**src/rtl/wisc_pipe_pkg.sv**
```systemverilog
// Shared WISC-SP13 pipeline constants: control-bit layout and per-boundary widths.
package wisc_pipe_pkg;

  localparam int CTRL_REG_WRITE  = 0;
  localparam int CTRL_MEM_WRITE  = 1;
  localparam int CTRL_MEM_TO_REG = 2;
  localparam int CTRL_JR         = 3;
  localparam int CTRL_DUMP       = 4;

  localparam int CTRL_W_IF_ID  = 1;
  localparam int CTRL_W_ID_EX  = 8;
  localparam int CTRL_W_EX_MEM = 5;
  localparam int CTRL_W_MEM_WB = 3;

  localparam int DATA_W_IF_ID  = 32;
  localparam int DATA_W_ID_EX  = 64;
  localparam int DATA_W_EX_MEM = 48;
  localparam int DATA_W_MEM_WB = 32;

  typedef enum logic [1:0] {
    BND_IF_ID,
    BND_ID_EX,
    BND_EX_MEM,
    BND_MEM_WB
  } stage_bnd_e;

endpackage

```
**src/rtl/pipe_entry.sv**
```systemverilog
// One pipeline slot: valid and ctrl are reset/cleared, the payload is not.
module pipe_entry
  import wisc_pipe_pkg::*;
#(
  parameter int CTRL_W = 8,
  parameter int DATA_W = 64
) (
  input  logic              clk,
  input  logic              rst,
  input  logic              load,
  input  logic              clear,
  input  logic [CTRL_W-1:0] d_ctrl,
  input  logic [DATA_W-1:0] d_data,
  output logic              valid,
  output logic [CTRL_W-1:0] ctrl,
  output logic [DATA_W-1:0] data
);

  always_ff @(posedge clk or posedge rst) begin
    if (rst) begin
      valid <= 1'b0;
      ctrl  <= '0;
    end else if (clear) begin
      valid <= 1'b0;
      ctrl  <= '0;
    end else if (load) begin
      valid <= 1'b1;
      ctrl  <= d_ctrl;
    end
  end

  always_ff @(posedge clk) begin
    if (load && !clear && !rst) begin
      data <= d_data;
    end
  end

endmodule

```
**src/rtl/pipe_stage_reg.sv**
```systemverilog
// Reusable inter-stage register with valid/ready handshake, flush,
// optional skid entry and a saturating stall counter.
module pipe_stage_reg
  import wisc_pipe_pkg::*;
#(
  parameter int DATA_W  = 64,
  parameter int CTRL_W  = 8,
  parameter int SKID    = 1,
  parameter int STALL_W = 16
) (
  input  logic               clk,
  input  logic               rst,
  input  logic               in_valid,
  output logic               in_ready,
  input  logic [CTRL_W-1:0]  in_ctrl,
  input  logic [DATA_W-1:0]  in_data,
  input  logic               flush,
  output logic               out_valid,
  input  logic               out_ready,
  output logic [CTRL_W-1:0]  out_ctrl,
  output logic [DATA_W-1:0]  out_data,
  output logic [STALL_W-1:0] stall_cnt
);

  localparam logic [STALL_W-1:0] ONE = 1;

  logic              in_fire;
  logic              out_fire;
  logic              main_load;
  logic              main_clear;
  logic [CTRL_W-1:0] main_d_ctrl;
  logic [DATA_W-1:0] main_d_data;

  assign in_fire  = in_valid & in_ready & ~flush;
  assign out_fire = out_valid & out_ready;

  generate
    if (SKID != 0) begin : g_skid
      logic              skid_valid;
      logic [CTRL_W-1:0] skid_ctrl;
      logic [DATA_W-1:0] skid_data;
      logic              promote;
      logic              skid_load;
      logic              skid_clear;

      // ready comes only from the skid flop, never from out_ready
      assign in_ready   = ~skid_valid;
      assign promote    = out_fire & skid_valid;
      assign main_load  = ~flush &
                          (promote | (in_fire & (~out_valid | out_fire)));
      assign main_clear = flush | (out_fire & ~main_load);
      assign skid_load  = in_fire & out_valid & (~out_ready | skid_valid);
      assign skid_clear = flush | (promote & ~skid_load);

      assign main_d_ctrl = promote ? skid_ctrl : in_ctrl;
      assign main_d_data = promote ? skid_data : in_data;

      pipe_entry #(
        .CTRL_W (CTRL_W),
        .DATA_W (DATA_W)
      ) u_skid (
        .clk    (clk),
        .rst    (rst),
        .load   (skid_load),
        .clear  (skid_clear),
        .d_ctrl (in_ctrl),
        .d_data (in_data),
        .valid  (skid_valid),
        .ctrl   (skid_ctrl),
        .data   (skid_data)
      );
    end else begin : g_noskid
      assign in_ready    = ~out_valid | out_ready;
      assign main_load   = in_fire;
      assign main_clear  = flush | (out_fire & ~in_fire);
      assign main_d_ctrl = in_ctrl;
      assign main_d_data = in_data;
    end
  endgenerate

  pipe_entry #(
    .CTRL_W (CTRL_W),
    .DATA_W (DATA_W)
  ) u_main (
    .clk    (clk),
    .rst    (rst),
    .load   (main_load),
    .clear  (main_clear),
    .d_ctrl (main_d_ctrl),
    .d_data (main_d_data),
    .valid  (out_valid),
    .ctrl   (out_ctrl),
    .data   (out_data)
  );

  always_ff @(posedge clk or posedge rst) begin
    if (rst) begin
      stall_cnt <= '0;
    end else if (out_valid && !out_ready && !(&stall_cnt)) begin
      stall_cnt <= stall_cnt + ONE;
    end
  end

endmodule

```
**config.mk**
```make
export PLATFORM = sky130hd
export DESIGN_NAME = pipe_stage_reg
export DESIGN_NICKNAME = d
export VERILOG_FILES = /design/src/rtl/wisc_pipe_pkg.sv /design/src/rtl/pipe_entry.sv /design/src/rtl/pipe_stage_reg.sv
export SDC_FILE = /design/constraint.sdc
export NUM_CORES = 1
export LEC_CHECK = 0
export CORE_MARGIN = 2
export CORE_UTILIZATION = 30
export DETAILED_ROUTE_END_ITERATION = 16
export DONT_BUFFER_PORTS = 1
export GPL_TIMING_DRIVEN = 0
export PLACE_DENSITY_LB_ADDON = 0.2
export RECOVER_POWER = 50
export SLEW_MARGIN = 20
export SYNTH_ARGS = -nofsm -noshare
export SYNTH_HDL_FRONTEND = slang
export SYNTH_SLANG_ARGS = --single-unit
```
**constraint.sdc**
```tcl
create_clock -name clk -period 17.5 [get_ports clk]
set_input_delay 3.5 -clock clk [delete_from_list [all_inputs] [get_ports clk]]
set_output_delay 3.5 -clock clk [all_outputs]
set_load 0.01 [all_outputs]
```
==> results.rst, run 1 <==
.. list-table::
   :header-rows: 1

   * - Metric
     - Value
   * - Flop-to-flop setup slack
     - 15.17 ns
   * - Maximum clock insertion buffer count
     - 2
   * - Switching share of power
     - 24.4%
   * - Number of pins with negative max-slew slack in the final report
     - 0
   * - Post-Synthesis Cells
     - 482
   * - Transition time at the pin with the least slew margin
     - 1.33 ns
   * - Die ar.
     - 21,900 um2
   * - Vias in the first global route
     - 3,600
   * - Wire length of the first global-routing pass
     - 21,100 um
   * - Min cycle time layout
     - 4.95 ns
   * - Max_cap viols
     - 0
   * - Final weighted congestion in routability-driven placement
     - 0.778
   * - Number of enable flip-flop cells after synthesis
     - 128
   * - Number of warnings printed during yosys synthesis
     - 0
   * - Relative contribution of the clock network to total power
     - 43.6%
   * - Hold-critical path depth
     - 1
   * - Proportion of netlist area held by the largest area contributor
     - 61.7%
   * - Async set-or-reset flop fraction in the synthesized netlist
     - 21.0%
   * - GRT Util Overall
     - 12.6%
   * - Sink count of the clock tree
     - 162
   * - Top-level port count
     - 167
   * - Core area
     - 20,300 um2
   * - Reported net switching power
     - 204 uW
   * - Outcome
     - finished, final reports clean
   * - Average footprint of a synthesized cell
     - 12.9 um2
   * - Post-CTS setup repair buffer count
     - 0
   * - Num CTS Buffers
     - 17
   * - Maximum resistive drop on vdd
     - 0.0000567 V
   * - Storage element area
     - 4690 um2
   * - Cell row count
     - 52
   * - Vertical die dimension
     - 148 um
   * - Kind of start point of the critical path
     - input port
   * - Dominant cell by count in the synthesized netlist
     - sky130_fd_sc_hd__nand2_1
   * - Count of inserted antenna diode cells
     - 0
   * - Number of distinct library cell variants in the gate-level netlist after synthesis
     - 32
   * - Layout overhead on the synthesized area
     - 17.4%
   * - Fmax
     - 202 MHz
   * - Worst setup startpoint
     - out_ready
   * - # H-tree levels
     - 4
   * - Share of the yosys chip area belonging to registers
     - 75.4%
   * - Setup repair after global routing missed its margin
     - false
   * - Hold Buf Count CTS
     - 0
   * - Via count of the routed design
     - 3,600
   * - Startpoint of the most critical register-to-register path
     - g_skid.u_skid.valid
   * - Most common flop cell mapped by yosys
     - sky130_fd_sc_hd__edfxtp_1
   * - Total power consumption of the routed design
     - 834 uW
   * - Final core area utilization
     - 36.0%
   * - Relative contribution of combinational cells to total power
     - 3.2%
   * - Required time worst endpoint
     - 17.63 ns
   * - Clk_lat worst skew
     - 0.42 ns
   * - Half-perimeter wire length after placement
     - 9830 um
   * - Vias per cell
     - 4.53
   * - Number of nets still failing antenna checks after routing
     - 0
   * - Clock tree root buffer cell
     - sky130_fd_sc_hd__clkbuf_16
   * - CTS tree
     - done
   * - Hold violation count in the final report
     - 0
   * - Combined area of the multi-input logic cells
     - 1440 um2
   * - Critical Path Sink Type
     - register
   * - Startpoint-to-endpoint class of the critical path
     - input port to register
   * - Number of filler cells placed in the layout
     - 2,001
   * - Seq pwr share
     - 53.1%
   * - Total wirelength of the detailed-routed design
     - 13,600 um
   * - Initial antenna violation count
     - 0
   * - Number of nets in the finished design
     - 590
   * - Synthesis-stage register bit count
     - 162
   * - Slew HR
     - 11.4%
   * - Critical path data arrival time
     - 5.07 ns
   * - Power per Cell Area
     - 114 nW/um2
   * - Dominant cells by area after synthesis
     - sky130_fd_sc_hd__edfxtp_1 62%, sky130_fd_sc_hd__dfrtp_1 14%, sky130_fd_sc_hd__nand2_1 13%
   * - Type of the tightest min-delay check
     - register to register
   * - Total Neg Setup Slack
     - 0 ns
   * - Internal Power
     - 631 uW
   * - Maximum clock skew at final layout
     - 0.0125 ns
   * - Number of I/O port buffers
     - 0
   * - Largest net degree at the start of global routing
     - 35
   * - Die Width
     - 148 um
   * - Worst reg2reg path depth
     - 7
   * - Pre-antenna DRT Iters
     - 4
   * - Gates resized, CTS repair
     - 0
   * - Detailed-route DRC error count
     - 0
   * - Wire length per cell
     - 17.2 um
   * - Worst-case hold slack
     - 0.504 ns
   * - Endpoint of the most critical register-to-register path
     - u_main.data[61]
   * - Fraction of layout instances using a drive strength above 1
     - 9.90%
   * - Effective utilization at floorplan
     - 30.7%
   * - Grt ovf
     - 0
   * - CP max FO
     - 9
   * - Starting DRT DRC Count
     - 203
   * - End point of the critical path
     - g_skid.u_skid.data[14]
   * - Commonest cells in the netlist
     - 210 x sky130_fd_sc_hd__nand2_1, 128 x sky130_fd_sc_hd__edfxtp_1, 34 x sky130_fd_sc_hd__dfrtp_1
   * - Area of the mapped netlist
     - 6220 um2
   * - Number of endpoints failing setup at the final stage
     - 0
   * - Largest area contributor in the netlist
     - sky130_fd_sc_hd__edfxtp_1
   * - Total nets after synthesis
     - 560
   * - Fraction of the cycle the final worst path needs
     - 28.3%
   * - Clock-pin slew reported for the worst setup and hold paths after clock tree synthesis
     - 0.07 ns
   * - Leakage dissipation
     - 2.83 nW
-- worst min path at each step --
| stage | start | endpoint | slack (ns) |
|---|---|---|---|
| global route | g_skid.u_skid.ctrl[1] | g_skid.u_skid.ctrl[1] | 0.52 |
| CTS | g_skid.u_skid.ctrl[1] | g_skid.u_skid.ctrl[1] | 0.51 |
| floorplan | g_skid.u_skid.ctrl[4] | g_skid.u_skid.ctrl[4] | 0.47 |
| finish | g_skid.u_skid.ctrl[3] | g_skid.u_skid.ctrl[3] | 0.50 |
| global placement | g_skid.u_skid.ctrl[1] | g_skid.u_skid.ctrl[1] | 0.49 |
| detailed placement | g_skid.u_skid.ctrl[6] | g_skid.u_skid.ctrl[6] | 0.48 |
-- critical path: stages --
cell and delay, ns:
sky130_fd_sc_hd__clkbuf_1 0.16, sky130_fd_sc_hd__nand2b_1 0.31, sky130_fd_sc_hd__nor3_1 0.41, sky130_fd_sc_hd__clkbuf_1 0.46
sky130_fd_sc_hd__buf_6 0.23
-- power by group through the flow --
stage | logic, mW | registers [mW] | clock network (mW)
after floorplan | 0.0208 | 0.447 | 0
after global placement | 0.0250 | 0.452 | 0
after detailed placement | 0.0278 | 0.451 | 0
after CTS | 0.0278 | 0.443 | 0.375
after global routing | 0.0322 | 0.445 | 0.392
final | 0.0271 | 0.443 | 0.364
-- layout by cell type, fill, tap and decap left out, types with 2 or more instances in the layout --
cell type / n
sky130_fd_sc_hd__a22o_1: 8
sky130_fd_sc_hd__and4_1: 3
sky130_fd_sc_hd__edfxtp_1: 128
sky130_fd_sc_hd__dfrtp_1: 34
sky130_fd_sc_hd__nand3_1: 10
sky130_fd_sc_hd__clkbuf_16: 17
sky130_fd_sc_hd__a31oi_1: 2
sky130_fd_sc_hd__mux2i_1: 6
sky130_fd_sc_hd__inv_6: 6
sky130_fd_sc_hd__a311oi_1: 5
sky130_fd_sc_hd__clkinv_4: 3
sky130_fd_sc_hd__nor3_1: 2
sky130_fd_sc_hd__nand2b_1: 2
sky130_fd_sc_hd__nand2_1: 210
sky130_fd_sc_hd__buf_4: 6
sky130_fd_sc_hd__inv_1: 2
sky130_fd_sc_hd__inv_8: 2
sky130_fd_sc_hd__clkinv_8: 4
sky130_fd_sc_hd__nor2_1: 7
sky130_fd_sc_hd__nand4_1: 6
sky130_fd_sc_hd__buf_2: 3
sky130_fd_sc_hd__nor2_4: 2
sky130_fd_sc_hd__xnor2_1: 14
sky130_fd_sc_hd__or3b_1: 2
sky130_fd_sc_hd__buf_16: 3
sky130_fd_sc_hd__buf_6: 2
sky130_fd_sc_hd__clkbuf_1: 19
sky130_fd_sc_hd__and3_1: 5
-- sequential cells by signal (all words and copies together), names as in the netlist --
signal,count
stall_cnt,16
g_skid.u_skid.data,64
g_skid.u_skid.valid,1
g_skid.u_skid.ctrl,8
u_main.valid,1
u_main.data,64
u_main.ctrl,8
-- cell families after synthesis --
kind of cell / after synthesis / synth area share, %
AOI/OAI and AO/OA: 18 / 2.45
muxes: 7 / 1.15
xor gates and xnor gates: 15 / 2.11
adders and majority gates: 1 / 0.201
and+or+nand+nor: 255 / 17.1
buffers and inverters: 24 / 1.61
DFF: 162 / 75.4
-- area by class of cell --
type | count | area share [%]
flip-flops and latches | 162 | 64.3
multi-input cells | 296 | 19.7
clock buffers | 17 | 5.82
well taps | 270 | 4.62
clock inverters | 15 | 2.28
repair buffers | 11 | 2.00
plain buffers | 22 | 1.23
inverters | 2 | 0.103
-- metrics by stage --
step / std cells / setup WS, ns / instance area (um2)
after global placement: 752 / 5.79 / 6560
final: 795 / 12.55 / 7310
after detailed placement: 763 / 12.08 / 6730
after floorplan: 482 / 8.59 / 6220
after global routing: 795 / 12.34 / 7310
after CTS: 795 / 12.54 / 7320
-- layer usage --
| metal | global-route usage [%] | share of wire (%) |
|---|---|---|
| met1 | 15.5 | 43 |
| met4 | 4.14 | 1.2 |
| met3 | 6.60 | 11 |
| met2 | 19.3 | 45 |
| met5 | 0 | 0 |
(Power assumes the default switching activity.)
==> inputs of run 2 (changes only) <==
clock period = 4.7 ns   (was 17.5 ns; I/O delays follow)
==> run 2 against run 1 <==
Against the previous run:
- hold slack gained 0.0019 ns
- largest power group unchanged
- cell count shrank 0.63%
- non-clock buffer count shrank 5
- flip-flop and latch count is the same
- die area is the same
- global-route usage grew 0.22 points
- via count shrank 1.2%
- register-to-register slack lost 13 ns
- sequential power grew to 3.7 times the previous value
- sequential share of layout area is essentially flat
==> results.rst, run 2 (same netlist as run 1, synthesis figures left out) <==
.. list-table::
   :header-rows: 1

   * - Metric
     - Value
   * - Outcome
     - finished, final reports clean
   * - Number of nets in the finished design
     - 585
   * - Cell row count
     - 52
   * - Maximum resistive drop on vdd
     - 0.000225 V
   * - Largest net degree at the start of global routing
     - 35
   * - Crit path largest cell delay
     - 0.60 ns
   * - Starting DRT DRC Count
     - 129
   * - Cell count after placement
     - 758
   * - Power per Cell Area
     - 435 nW/um2
   * - Required time worst endpoint
     - 5.02 ns
   * - Die Width
     - 148 um
   * - Filler-free cell count of the finished design
     - 790
   * - Core area
     - 20,300 um2
   * - Gates resized, CTS repair
     - 0
   * - Grt met3 use
     - 6.20%
   * - Cell area reported after detailed placement
     - 6700 um2
   * - Number of nets still failing antenna checks after routing
     - 0
   * - Detailed-route DRC error count
     - 0
   * - Min cycle time layout
     - 2.60 ns
   * - Half-perimeter wire length after placement
     - 9720 um
   * - Critical path data arrival time
     - 2.92 ns
   * - Critical Path Sink Type
     - register
   * - Crit path buf inv count
     - 3
   * - Maximum clock insertion buffer count
     - 2
   * - # H-tree levels
     - 4
   * - Num CTS Buffers
     - 17
   * - Post-route cell area
     - 7310 um2
   * - Vertical die dimension
     - 148 um
   * - Wire length per cell
     - 17.5 um
   * - Initial antenna violation count
     - 0
   * - Kind of start point of the critical path
     - input port
   * - GRT Util Overall
     - 12.9%
   * - Total wirelength of the detailed-routed design
     - 13,800 um
   * - Post-CTS setup repair buffer count
     - 0
   * - Clock tree root buffer cell
     - sky130_fd_sc_hd__clkbuf_16
   * - Pre-antenna DRT Iters
     - 4
   * - Maximum clock skew at final layout
     - 0.0105 ns
   * - Die ar.
     - 21,900 um2
   * - Fraction of layout instances using a drive strength above 1
     - 9.23%
   * - CTS tree
     - done
   * - Vias in the first global route
     - 3,640
   * - Leading cell types in the layout, fill and taps excluded
     - 210 x sky130_fd_sc_hd__nand2_1, 128 x sky130_fd_sc_hd__edfxtp_1, 34 x sky130_fd_sc_hd__dfrtp_1, 19 x sky130_fd_sc_hd__clkbuf_1, 17 x sky130_fd_sc_hd__clkbuf_16
   * - Grt ovf
     - 0
   * - Max_cap viols
     - 0
   * - Setup repair after global routing missed its margin
     - false
   * - Sink count of the clock tree
     - 162
   * - Wire length of the first global-routing pass
     - 21,200 um
   * - Effective utilization at floorplan
     - 30.7%
   * - Global-route track usage on met1
     - 15.2%
   * - Hold Buf Count CTS
     - 0
   * - Total power consumption of the routed design
     - 3.18 mW
   * - CP max FO
     - 10
   * - Largest registers
     - g_skid.u_skid.data x64, u_main.data x64, stall_cnt x16
   * - Number of pins with negative max-slew slack in the final report
     - 0
   * - Top-level port count
     - 167
   * - Crit path max-delay family
     - buffers and inverters
   * - Fraction of the cycle the final worst path needs
     - 55.3%
   * - Cell with the most instances on the worst path
     - sky130_fd_sc_hd__clkbuf_1
   * - Fmax
     - 385 MHz
   * - Clk_lat worst skew
     - 0.42 ns
   * - Slew HR
     - 14.4%
   * - Vias per cell
     - 4.50
   * - List of cells traversed by the critical path
     - clkbuf_1, and3_1, clkbuf_1, clkbuf_1, nand2_1, a311oi_1
   * - Transition time at the pin with the least slew margin
     - 1.28 ns
   * - Via count of the routed design
     - 3,557
   * - Count of inserted antenna diode cells
     - 0
   * - Startpoint-to-endpoint class of the critical path
     - input port to register
   * - Type of the tightest min-delay check
     - register to register
   * - GR Util met2
     - 20.3%
   * - Most used routing layer
     - met2
   * - Most common library cell in the layout ignoring fill and taps
     - sky130_fd_sc_hd__nand2_1
   * - Cell at the slowest stage of the critical path
     - sky130_fd_sc_hd__clkbuf_1
   * - Hold violation count in the final report
     - 0
   * - Total Neg Setup Slack
     - 0 ns
   * - Number of endpoints failing setup at the final stage
     - 0
   * - Leakage dissipation
     - 2.81 nW
   * - Layout overhead on the synthesized area
     - 17.4%
   * - Clock-pin slew reported for the worst setup and hold paths after clock tree synthesis
     - 0.08 ns
   * - Number of I/O port buffers
     - 0
   * - Final weighted congestion in routability-driven placement
     - 0.758
-- run 2: layer usage --
metal	up-vias	wire length [um]
met5	-	0
met4	0	177
met3	13	1260
met2	116	6640
met1	1714	5720
li1	1714	-
-- run 2: cell type report --
class	count	area, um2
fill	2014	13000
sequential	162	4690
multi-input combinational	296	1450
clock buffer	17	425
tap	270	338
clock inverter	15	186
timing repair buffer	6	120
buffer	22	88.8
inverter	2	7.51
-- run 2: worst reg2reg max path, cell delays in order, from the launching register on --
cell and delay [ns]:
sky130_fd_sc_hd__dfrtp_1 0.44, sky130_fd_sc_hd__or3b_1 0.38, sky130_fd_sc_hd__buf_2 0.18, sky130_fd_sc_hd__a21oi_2 0.17, sky130_fd_sc_hd__nand2b_1 0.20, sky130_fd_sc_hd__nor2_4 0.62, sky130_fd_sc_hd__buf_12 0.28
-- run 2: metrics by stage --
stage	utilization (%)	hold WS, ns	worst slack (ns)
6_report	36.0	0.506	2.10
5_1_grt	36.0	0.524	1.96
4_1_cts	36.0	0.506	2.08
3_5_place_dp	33.0	0.481	1.63
3_3_place_gp	32.4	0.484	-1.28
2_1_floorplan	-	0.465	0.327
-- run 2: final timing paths --
check                                       from                    end  slack, ns  cells past startpoint
setup / recovery                       out_ready         u_main.ctrl[2]       2.10                      6
hold / removal             g_skid.u_skid.ctrl[1]  g_skid.u_skid.ctrl[1]       0.51                      1
setup reg to reg             g_skid.u_skid.valid         u_main.data[4]       2.12                      6
hold reg to reg            g_skid.u_skid.ctrl[1]  g_skid.u_skid.ctrl[1]       0.51                      1
max in group asynchronous                    rst           stall_cnt[1]       3.16                      1
min in group asynchronous                    rst  g_skid.u_skid.ctrl[6]       0.76                      1
-- run 2: report_power, final --
| part | internal, mW | switching (mW) |
|---|---|---|
| logic | 0.0432 | 0.0569 |
| registers | 1.59 | 0.0578 |
| clock network | 0.809 | 0.620 |
| total | 2.44 | 0.735 |
